**config.mk**
```make
export PLATFORM = sky130hd
export DESIGN_NAME = mux_serial_sequencer
export DESIGN_NICKNAME = d
export VERILOG_FILES = /design/src/rtl/mux_serial_sequencer.sv
export SDC_FILE = /design/constraint.sdc
export NUM_CORES = 1
export LEC_CHECK = 0
export ABC_AREA = 0
export BUFFER_PORTS_ARGS = -buffer_cell sky130_fd_sc_hd__buf_2
export CAP_MARGIN = 25
export CORE_ASPECT_RATIO = 0.6
export CORE_MARGIN = 2
export CORE_UTILIZATION = 47
export CTS_CLUSTER_SIZE = 14
export DETAILED_ROUTE_END_ITERATION = 10
export GPL_TIMING_DRIVEN = 0
export PLACE_DENSITY = 0.78
export SYNTH_ARGS = -nofsm -noshare
export SYNTH_HDL_FRONTEND = slang
export SYNTH_SLANG_ARGS = --single-unit
export TNS_END_PERCENT = 100
```
**constraint.sdc**
```tcl
create_clock -name clk -period 2.57 [get_ports clk]
set_clock_uncertainty 0.05 [all_clocks]
set_input_delay 0.1285 -clock clk [delete_from_list [all_inputs] [get_ports clk]]
set_output_delay 0.1285 -clock clk [all_outputs]
set_load 0.005 [all_outputs]
```
**src/rtl/mux_serial_sequencer.sv**
```systemverilog
// Frames a 16-bit word into a len+1 bit serial stream by stepping the select of a downstream 16:1 mux.
// First bit one cycle after accept; ser_ready low freezes select/count, and a new word is taken only on the last beat.
module mux_serial_sequencer #(
    parameter bit MSB_FIRST = 1'b0
) (
    input  logic        clk,
    input  logic        rst,
    input  logic [15:0] in_data,
    input  logic [3:0]  in_nbits_m1,
    input  logic        in_valid,
    output logic        in_ready,
    output logic [15:0] mux_ip,
    output logic [3:0]  mux_s,
    input  logic        mux_op,
    output logic        ser_bit,
    output logic        ser_valid,
    input  logic        ser_ready,
    output logic        ser_last,
    output logic        busy
);

    typedef enum logic {
        IDLE  = 1'b0,
        SHIFT = 1'b1
    } state_t;

    state_t      state_q, state_d;
    logic [15:0] mux_ip_q, mux_ip_d;
    logic [3:0]  mux_s_q, mux_s_d;
    logic [3:0]  cnt_q, cnt_d;
    logic [3:0]  len_q, len_d;

    logic shifting;
    logic is_last;
    logic beat;
    logic accept;

    always_comb begin
        shifting  = (state_q == SHIFT);
        is_last   = shifting && (cnt_q == len_q);
        beat      = shifting && ser_ready;
        // Reload is allowed on the final beat so frames run back-to-back.
        in_ready  = !rst && (!shifting || (beat && is_last));
        accept    = in_valid && in_ready;

        ser_valid = shifting;
        ser_last  = is_last;
        ser_bit   = mux_op;
        busy      = shifting;
        mux_ip    = mux_ip_q;
        mux_s     = mux_s_q;

        state_d   = state_q;
        mux_ip_d  = mux_ip_q;
        mux_s_d   = mux_s_q;
        cnt_d     = cnt_q;
        len_d     = len_q;

        if (accept) begin
            state_d  = SHIFT;
            mux_ip_d = in_data;
            len_d    = in_nbits_m1;
            cnt_d    = 4'd0;
            mux_s_d  = MSB_FIRST ? in_nbits_m1 : 4'd0;
        end else if (beat) begin
            if (is_last) begin
                state_d = IDLE;
            end else begin
                cnt_d   = cnt_q + 4'd1;
                mux_s_d = MSB_FIRST ? (mux_s_q - 4'd1) : (mux_s_q + 4'd1);
            end
        end
    end

    always_ff @(posedge clk) begin
        if (rst) begin
            state_q  <= IDLE;
            mux_ip_q <= 16'd0;
            mux_s_q  <= 4'd0;
            cnt_q    <= 4'd0;
            len_q    <= 4'd0;
        end else begin
            state_q  <= state_d;
            mux_ip_q <= mux_ip_d;
            mux_s_q  <= mux_s_d;
            cnt_q    <= cnt_d;
            len_q    <= len_d;
        end
    end

endmodule
```
### Yosys cells after proc, flatten, opt, wreduce, memory -nomap -nowiden

Cells that the tools add are included.

| operators by class | value |
|---|---|
| add/subtract/negate cells | 2 |
| eq/ne operators | 1 |
| mux-type cells | 3 |
| bitwise gates (word level) | 1 |
| reductions and logical operators | 13 |

Operator list:

| operator | count |
|---|---|
| 4-bit by 1-bit adder with 4-bit output (second input constant) | 2 |
| 1-bit logical AND | 5 |
| 4-bit == test | 1 |
| 2-bit AND reduction | 2 |
| 2-bit nonzero test | 2 |
| 1-bit 2-to-1 mux | 3 |
| 1-bit zero test | 2 |
| 2-bit OR reduction | 1 |
| 1-bit logical OR | 1 |
| 1-bit NOT | 1 |

| storage, ports and cells | value |
|---|---|
| register bits after elaboration | 29 |
| bits of input ports | 25 |
| output and inout port bits | 25 |
| logic and storage cells | 25 |

### Logic depth before layout (Yosys ltp)

| logic depth | value |
|---|---|
| depth in word-level cells | 8 |
| depth in mapped cells | 5 |
| mapped depth without buffers | 4 |

### Least setup slack after synthesis

Ideal clock, no wire load.

| timing path | value |
|---|---|
| path kind | reg-to-reg |
| from | reg len_q[2] |
| to | reg len_q[0] |
| setup time | 0.072 ns |
| arrival time | 1.584 ns |
| data required time | 2.448 ns |
| slack | 0.865 ns |
| cell stages (with the launch flop) | 6 |
| buffers on the path | 1 |
| clock period less this slack | 1.705 ns |
| cells stage by stage | dfxtp_1 -> xor2_1 -> or4_4 -> o21ai_2 -> buf_6 -> mux2i_1 |

| on the way | value |
|---|---|
| cells in the longest elaborated chain, start to end | 6 |

RTL lines:

| element | RTL line | text |
|---|---|---|
| start: declaration | 31 | `logic [3:0] len_q, len_d;` |
| start signal: assignment | 87 | `len_q <= len_d;` |
| 4-bit == test | 40 | `is_last = shifting && (cnt_q == len_q);` |
| 1-bit logical AND | 40 |  |
| 1-bit logical AND | 43 | `in_ready = !rst && (!shifting \|\| (beat && is_last));` |
| 1-bit logical OR | 43 |  |
| 1-bit logical AND | 43 |  |
| 1-bit logical AND | 44 | `accept = in_valid && in_ready;` |

Every way passes these cells.
A chain may end at the register's enable or synchronous reset.

### Worst setup path after layout

| timing path | value |
|---|---|
| from | reg len_q[2] |
| to | reg mux_ip_q[6] (netlist: mux_ip[6]) |

| on the way | value |
|---|---|
| cells in the longest elaborated chain, start to end | 6 |

RTL lines:

| element | RTL line | text |
|---|---|---|
| 4-bit == test | 40 |  |
| 1-bit logical AND | 40 |  |
| 1-bit logical AND | 43 |  |
| 1-bit logical OR | 43 |  |
| 1-bit logical AND | 43 |  |
| 1-bit logical AND | 44 |  |
| end signal: assignment | 84 | `mux_ip_q <= mux_ip_d;` |
| end: declaration | 28 | `logic [15:0] mux_ip_q, mux_ip_d;` |

Every way passes these cells.

==> results.toml <==
[die]
die_x_um = 71.5
die_area_um2 = 3180
rows = 14
fp.dieH_um = 44.5
coreArea_um2 = 2560
start_util_pct = 50.2
ios = 50

[finish]
fillers = 215
syn_to_final_growth_pct = 28.1
nets = 226
ff_latch_area_um2 = 581
drive_gt1_share_pct = 30.5
insertedDiodeCount = 0
multi_input_area_um2 = 636

[yosys]
ys_types = 24
yosysTopAreaCell = "dfxtp_1"
synth_fp_nets = 171
netlist_area_um2 = 1280
yosysWarnings = 0
synth-edff-count = 0
ys_seq_elements = 29
synth.top_cell.area_share_pct = 45.2
async_reset_ff_share_pct = 0
synthTopCellsByArea = "dfxtp_1, mux2i_1, nand2_1"
ys_top_cells_by_count = "nand2_1, dfxtp_1, mux2i_1"
ys_seq_area_share_pct = 45.2
syn_inst = 144
synth_most_common_cell = "nand2_1"
synth.avg_cell_area_um2 = 8.91
ys.flop_type = "dfxtp_1"

[critical_path]
path_buf_inv = 1
slowest_stage = "or4_4"
crit_path_max_fanout = 10
arrival_ns = 2.01
cp_top_family = "simple AND/OR/NAND/NOR gates"
start_kind = "register"
required_ns = 2.72
max_stage_delay_ns = 0.59
crit_type = "register to register"
end_kind = "register"
crit_chain = "xor2_1 > or4_4 > o21ai_2 > buf_6 > mux2i_1"

[route]
routedWlPerCell_um = 12.2
via_count = 1161
viasPerCell = 5.00
drt_iter0_markers = 60
ant_nets = 0
drt_wl_total_um = 2820
drcViolationCount = 0
drtPass1Iterations = 4

[placed_design]
pre_cts_ws_ns = 0.718
io_buffers = 48
hpwl_um = 2140
gp_congestion = 0.724

[sta]
max-slew-margin-rel_pct = 49.3
min_period_ns = 1.85
finalHoldViolCount = 0
finalSetupTns_ns = 0
fmax_mhz = 540
fin_ws_ns = 0.719
post-route-period-util_pct = 72.0
rsz0062_at_grt = "no"
worst_pin_slew_ns = 0.753
setup-violations-final = 0
slew_violations = 0

[global_route]
grt_pass1_wl_um = 4640
first_global_vias = 1084
grtUsageTotal_pct = 19.9
grt-ovfl-total = 0
grt_max_degree = 11
antenna_found_initial = 0

[clock_network]
post_cts.repair.setup_buffers = 0
clock-sinks = 29
clockBufferDepth = 2
path_clk_slew_ns = 0.06
cts_tree = "built"
cts_hold_buf = 0
h-tree-depth = 2
cts_root_buffer = "clkbuf_8"
clk_latency_ns = 0.28
cts-resized-gates = 0
cts_buffers = 5

[power_and_ir_drop]
irDropWorstVdd_v = 0.000301
powerDensity_nw_per_um2 = 624
p_leak_nw = 0.802

[min_path]
worstHoldPathType = "input pin to register"

[job]
max_cap_violations = 0

[status]
status = "complete, no violations"
==> stage by stage <==
| step | total power (W) | util, % | cell area, um^2 | hold WS (ns) | std cells |
|---|---|---|---|---|---|
| 2_1_floorplan | 0.000614 | - | 1280 | 0.202 | 144 |
| 3_3_place_gp | 0.000673 | 61.2 | 1560 | 0.319 | 224 |
| 3_5_place_dp | 0.000681 | 61.2 | 1560 | 0.332 | 224 |
| 4_1_cts | 0.00104 | 64.3 | 1640 | 0.0360 | 232 |
| 5_1_grt | 0.00107 | 64.3 | 1640 | 0.0397 | 232 |
| 6_report | 0.00103 | 64.3 | 1640 | 0.0430 | 232 |
==> sequential cells by signal, indices dropped and copies added, names as in the netlist <==
name and cells:
cnt_q 4, busy 1, mux_ip 16, mux_s 4, len_q 4
==> cells by family after synthesis <==
| kind of cell | after synthesis | share of synthesized area (%) |
|---|---|---|
| adder cells (fa/ha/maj) | 2 | 1.95 |
| multiplexers | 20 | 15.6 |
| buffers and inverters | 12 | 5.26 |
| AND/OR/NAND/NOR | 59 | 19.2 |
| XOR/XNOR | 6 | 4.09 |
| flip-flops | 29 | 45.2 |
| AO/OA/AOI/OAI | 16 | 8.67 |
==> worst register-to-register path: stages (launching register included) <==
cell     delay [ns]
dfxtp_1        0.33
xor2_1         0.21
or4_4          0.59
o21ai_2        0.21
buf_6          0.19
mux2i_1        0.21
==> where the power goes <==
| group | switching (W) | total (W) | internal, W |
|---|---|---|---|
| Clock | 0.000162 | 0.000354 | 0.000192 |
| Sequential | 0.0000164 | 0.000496 | 0.000480 |
| Combinational | 0.0000902 | 0.000176 | 0.0000854 |
==> path summary, 6_finish.rpt <==
| check | cells after the start | startpoint | slack (ns) | endpoint |
|---|---|---|---|---|
| worst max register to register | 5 | len_q[2] | 0.72 | mux_ip[6] |
| worst min-delay path | 3 | in_data[2] | 0.04 | mux_ip[2] |
| worst min register to register | 2 | mux_ip[2] | 0.40 | mux_ip[2] |
| worst max-delay path | 5 | len_q[2] | 0.72 | mux_ip[6] |
==> layout make-up <==
| type | count | share of cell area, % |
|---|---|---|
| tap | 32 | 2.44 |
| inverter | 4 | 0.913 |
| clock buffer | 8 | 4.87 |
| multi-input combinational | 103 | 38.7 |
| sequential | 29 | 35.3 |
| timing repair buffer | 48 | 14.6 |
| buffer | 8 | 3.20 |
==> routing by layer <==
metal | global-route usage (%) | wire (um) | vias to the layer above
li1 | - | - | 585
met1 | 22.6 | 1350 | 529
met2 | 32.4 | 1200 | 41
met3 | 7.97 | 207 | 6
met4 | 11.3 | 55 | 0
met5 | 0 | 0 | -
==> placed cells by master, fill, tap and decap left out, drive strengths merged, types with 4 or more instances in the layout <==
cell	n
or3	4
mux2i	20
nor2	4
xor2	4
a21oi	7
buf	52
o21ai	5
dfxtp	29
clkbuf	12
nand2	46
(Power assumes the default switching activity.)
